File: config.mk
export PLATFORM = sky130hd
export DESIGN_NAME = dot_product_sequencer
export DESIGN_NICKNAME = d
export VERILOG_FILES = /design/src/rtl/dot_product_sequencer.sv
export SDC_FILE = /design/constraint.sdc
export NUM_CORES = 1
export LEC_CHECK = 0
export CORE_MARGIN = 4
export CORE_UTILIZATION = 55
export CTS_CLUSTER_DIAMETER = 150
export DETAILED_ROUTE_END_ITERATION = 8
export PLACE_DENSITY = 0.89
export SYNTH_ARGS = -nofsm -noshare
export SYNTH_HDL_FRONTEND = slang
export SYNTH_SLANG_ARGS = --single-unit
File: constraint.sdc
create_clock -name i_clk -period 2.92 [get_ports i_clk]
set_input_delay 0.292 -clock i_clk [delete_from_list [all_inputs] [get_ports i_clk]]
set_output_delay 0.292 -clock i_clk [all_outputs]
set_load 0.01 [all_outputs]
File: src/rtl/dot_product_sequencer.sv
// Buffers up to DEPTH 4-bit operand pairs, then drives an external sequential multiplier
// once per pair and accumulates the products into a dot-product sum.
module dot_product_sequencer #(
  parameter int unsigned DEPTH = 4,
  parameter int unsigned SUM_W = 10
) (
  input  logic             i_clk,
  input  logic             i_reset,
  input  logic             i_load_valid,
  output logic             o_load_ready,
  input  logic [3:0]       i_load_a,
  input  logic [3:0]       i_load_b,
  input  logic             i_go,
  output logic             o_mul_start,
  output logic [3:0]       o_mul_a,
  output logic [3:0]       o_mul_b,
  input  logic [7:0]       i_mul_product,
  input  logic             i_mul_done,
  output logic [SUM_W-1:0] o_sum,
  output logic             o_sum_valid,
  output logic             o_busy
);

  localparam int unsigned CntW = $clog2(DEPTH + 1);
  localparam int unsigned IdxW = (DEPTH > 1) ? $clog2(DEPTH) : 1;

  typedef enum logic [2:0] {StIdle, StIssue, StWait, StAccum, StDone} state_e;

  state_e            r_state, w_state_next;
  logic [CntW-1:0]   r_count;
  logic [IdxW-1:0]   r_index;
  logic [SUM_W-1:0]  r_acc;
  logic [SUM_W-1:0]  r_sum;
  logic              r_sum_valid;
  logic              r_done_q;
  logic [3:0]        r_mul_a, r_mul_b;
  logic [3:0]        r_buf_a [DEPTH];
  logic [3:0]        r_buf_b [DEPTH];

  logic              w_load_fire;
  logic              w_done_rise;
  logic [CntW-1:0]   w_idx_plus;
  logic              w_more;
  logic [IdxW-1:0]   w_wr_idx;
  logic [IdxW-1:0]   w_rd_next;

  assign o_load_ready = (r_state == StIdle) && (r_count < CntW'(DEPTH)) && !i_go;
  assign w_load_fire  = i_load_valid && o_load_ready;
  // Only a fresh rising edge counts; a done level left over from the previous op is ignored.
  assign w_done_rise  = i_mul_done && !r_done_q;
  assign w_idx_plus   = CntW'(r_index) + CntW'(1);
  assign w_more       = w_idx_plus < r_count;
  assign w_wr_idx     = r_count[IdxW-1:0];
  assign w_rd_next    = w_idx_plus[IdxW-1:0];

  assign o_mul_start  = (r_state == StIssue);
  assign o_mul_a      = r_mul_a;
  assign o_mul_b      = r_mul_b;
  assign o_sum        = r_sum;
  assign o_sum_valid  = r_sum_valid;
  assign o_busy       = (r_state != StIdle);

  always_ff @(posedge i_clk or posedge i_reset) begin
    if (i_reset) begin
      r_state <= StIdle;
    end else begin
      r_state <= w_state_next;
    end
  end

  always_comb begin
    w_state_next = r_state;
    unique case (r_state)
      StIdle:  if (i_go) w_state_next = (r_count == '0) ? StDone : StIssue;
      StIssue: w_state_next = StWait;
      StWait:  if (w_done_rise) w_state_next = StAccum;
      StAccum: w_state_next = w_more ? StIssue : StDone;
      StDone:  w_state_next = StIdle;
      default: w_state_next = StIdle;
    endcase
  end

  always_ff @(posedge i_clk or posedge i_reset) begin
    if (i_reset) begin
      r_count     <= '0;
      r_index     <= '0;
      r_acc       <= '0;
      r_sum       <= '0;
      r_sum_valid <= 1'b0;
      r_done_q    <= 1'b0;
      r_mul_a     <= '0;
      r_mul_b     <= '0;
      for (int unsigned i = 0; i < DEPTH; i++) begin
        r_buf_a[i] <= '0;
        r_buf_b[i] <= '0;
      end
    end else begin
      r_done_q    <= i_mul_done;
      r_sum_valid <= 1'b0;
      if (w_load_fire) begin
        r_buf_a[w_wr_idx] <= i_load_a;
        r_buf_b[w_wr_idx] <= i_load_b;
        r_count           <= r_count + CntW'(1);
      end
      unique case (r_state)
        StIdle: begin
          if (i_go) begin
            r_acc   <= '0;
            r_index <= '0;
            r_mul_a <= r_buf_a[0];
            r_mul_b <= r_buf_b[0];
          end
        end
        StAccum: begin
          r_acc   <= r_acc + SUM_W'(i_mul_product);
          r_index <= r_index + IdxW'(1);
          // Operands for the next pair are staged here so they are stable when ISSUE starts.
          if (w_more) begin
            r_mul_a <= r_buf_a[w_rd_next];
            r_mul_b <= r_buf_b[w_rd_next];
          end
        end
        StDone: begin
          r_sum       <= r_acc;
          r_sum_valid <= 1'b1;
          r_count     <= '0;
        end
        default: ;
      endcase
    end
  end

endmodule

==> results by group <==
Yosys
  • Synthesized area: ~3400 sq um
  • Largest area contributor in the netlist: dfrtp_1
  • Ys async rst share: 100.0%
  • Synth area leaders: dfrtp_1, mux2_2, ha_1
  • Yosys top cell area share: approximately half
  • Syn avg cell area: 11.89 sq um
  • EDFF count, synth: 0
  • Yosys reg bits: 70
  • Register area share after synthesis: approximately half
  • Synth unique cells: 38
  • Syn nets: 322
  • Mapped Cells: approximately 290
  • Synth Flop Type: dfrtp_1
  • Yosys Warn Count: 0

Clock tree
  • Num Clock Sinks: 70
  • CTS Hold Bufs: 0
  • CTS root buffer: clkbuf_8
  • CTS Buffer Depth: 2
  • TritonCTS clock tree: yes
  • Post-CTS sizing: 0
  • Clock Latency Late Sink: between 0.3 and 0.4 ns
  • Clk slew on worst S/H paths: about 0.07 ns
  • Maximum level of the CTS H-tree: 3
  • Number of buffers created by CTS: 9
  • Post-CTS Setup Inserts: 0

Global routing
  • GRT Overall Usage: between 20 and 25%
  • Global-route wire length before repair: around 12,000 um
  • Largest net degree at the start of global routing: 44
  • Vias in the first global route: about 2,600
  • Grt ovf: 0
  • Initial antenna violation count: 0

Critical path
  • Crit start category: flip-flop
  • CP arrival: around 2.8 ns
  • Worst r2r src: r_index[0]
  • Worst Setup End Kind: flip-flop
  • Reg2reg end: o_mul_b[1]
  • Required time of the critical path: between 3 and 4 ns
  • R2R depth: 7
  • Kind of critical path: reg -> reg
  • Flop-to-flop setup slack: 0.33 ns
  • Worst Path Max Fanout: 14

Timing
  • Post-route setup slack: 0.3300 ns
  • Tmin final: between 2 and 3 ns
  • Period utilisation layout: a little under 90%
  • F_max: approximately 390 MHz
  • Skew final: around 0.007 ns
  • Slew Viols, Final: 0
  • Hold slack: about 0.33 ns
  • RSZ-0062 raised after global routing: no
  • # setup viols final: 0
  • Relative slew margins: between 50 and 60%
  • Setup TNS: 0 ns
  • Worst Max-Slew Pin Slew: approximately 0.70 ns
  • Final hold viol count: 0

Power
  • Leakage: 1.939 nW
  • Pwr/cell area: approximately 950 nW/um^2
  • IR drop worst, VDD: between 0.4 and 0.5 mV
  • Total power: approximately 3.9 mW

Finish
  • Ant diodes: 0
  • Final Cell Area: a little over 4000 sq um
  • Final non-filler cell total: about 410
  • FILL cells: 473
  • Nets: around 370
  • Final core utilization: 68.47%
  • Layout cell share with drive strength beyond 1: 24.40%
  • P&R area growth vs syn: 20.35%

Floorplanning
  • Initial Util: approximately 57%
  • IO Pins: between 40 and 50
  • Core area: about 6000 sq um
  • Die width: ~86 um
  • Die area: roughly 7500 sq um
  • Die H: 86.49 um
  • Site row count: 28

Drt
  • Final ANT Viol Nets: 0
  • Drt first pass iters: 4
  • DRC Markers: 0
  • Vias per cell: around 5.7
  • Drt first-iter violations: 107
  • DR vias: around 2,300
  • Drt total wl: 6919 um
  • Average routed wire per standard cell: 16.83 um

Place
  • Post-DP HPWL: approximately 5000 um
  • Placed Instances: a little under 400
  • Input/output buffers: 42
  • Worst slack at placement: about 0.35 ns
  • Gp weighted congestion: between 0.7 and 0.8
  • DP Area: between 3000 and 4000 sq um

Status
  • Status: complete, no violations

Hold path
  • Min-Delay Path Class: in -> async

Run
  • Max_cap viols: 0
-- cells in the mapped netlist, drive strengths merged (2+ instances only) --
master,instances
dfrtp,70
mux2,58
nand2,24
a21oi,21
nor2,19
ha,15
inv,13
o22ai,10
o21ai,9
clkbuf,7
mux2i,4
xnor2,4
a31oi,3
nand2b,3
nor3,3
a21o,2
buf,2
nand3,2
xor2,2
-- flip-flops by register name, summed over array words and instances (netlist names) --
register / count
r_index: 2
o_mul_a: 4
r_buf_b: 16
o_mul_b: 4
r_count: 3
r_done_q: 1
r_buf_a: 16
r_state: 3
r_acc: 10
o_sum: 10
o_sum_valid: 1
-- power breakdown --
part	switching (mW)	internal, mW
Clock	0.365	0.391
Combinational	0.807	0.821
Sequential	0.243	1.26
Total	1.42	2.47
-- critical path, cell delays in order (launching register included) --
cell	delay, ns
dfrtp_1	0.61
ha_1	0.33
ha_1	0.18
or2_2	0.29
o22ai_1	0.17
nor2_1	0.10
nor2_2	0.40
mux2_2	0.40
-- placed cells by master, fill, tap and decap left out, types with 2 or more instances in the layout --
cell type        instances
mux2i_1                  4
clkinv_2                 2
nand2b_1                 3
nand2_1                 20
nand3_1                  2
a21o_1                   2
nor2_1                  18
nor3_1                   2
inv_1                   12
a31oi_1                  3
mux2_1                   2
mux2_2                  56
clkdlybuf4s50_1         42
clkbuf_8                 9
o21ai_0                  9
clkinvlp_4               3
dfrtp_1                 70
xnor2_1                  4
xor2_1                   2
ha_1                    15
o22ai_1                 10
a21oi_1                 21
nand2_2                  4
-- routing by layer --
metal | vias up | share of wire [%] | GRT usage (%)
li1 | 1106 | - | -
met2 | 56 | 52 | 35.47
met3 | 14 | 4.5 | 3.612
met1 | 1147 | 41 | 23.77
met5 | - | 0 | 0
met4 | 0 | 2.0 | 10.20
-- area by class of cell --
type	count	area (sq um)	area share, %
clock buffer	10	127.6	3.130
timing repair buffer	44	447.9	10.98
clock inverter	6	62.56	1.534
multi-input combinational	193	1545	37.90
sequential	70	1752	42.96
inverter	13	48.80	1.197
tap	75	93.84	2.301
-- cells by family after synthesis --
family | share of synthesized area (%)
flops | 51.70
mux | 20.46
simple gates | 8.974
compound gates | 8.493
buf+inv | 2.696
fa+ha+maj | 6.130
xor+xnor | 1.551
-- worst max path at each step --
stage / endpoint / startpoint / cells after the start
detailed placement: o_mul_b[1] / r_index[0] / 7
global placement: o_mul_a[0] / r_index[0] / 7
floorplan: o_mul_a[0] / r_index[0] / 7
CTS: o_mul_b[1] / r_index[0] / 7
finish: o_mul_b[1] / r_index[0] / 7
global route: o_mul_a[3] / r_index[0] / 7
Note: power is estimated with default switching activity, not from simulation.
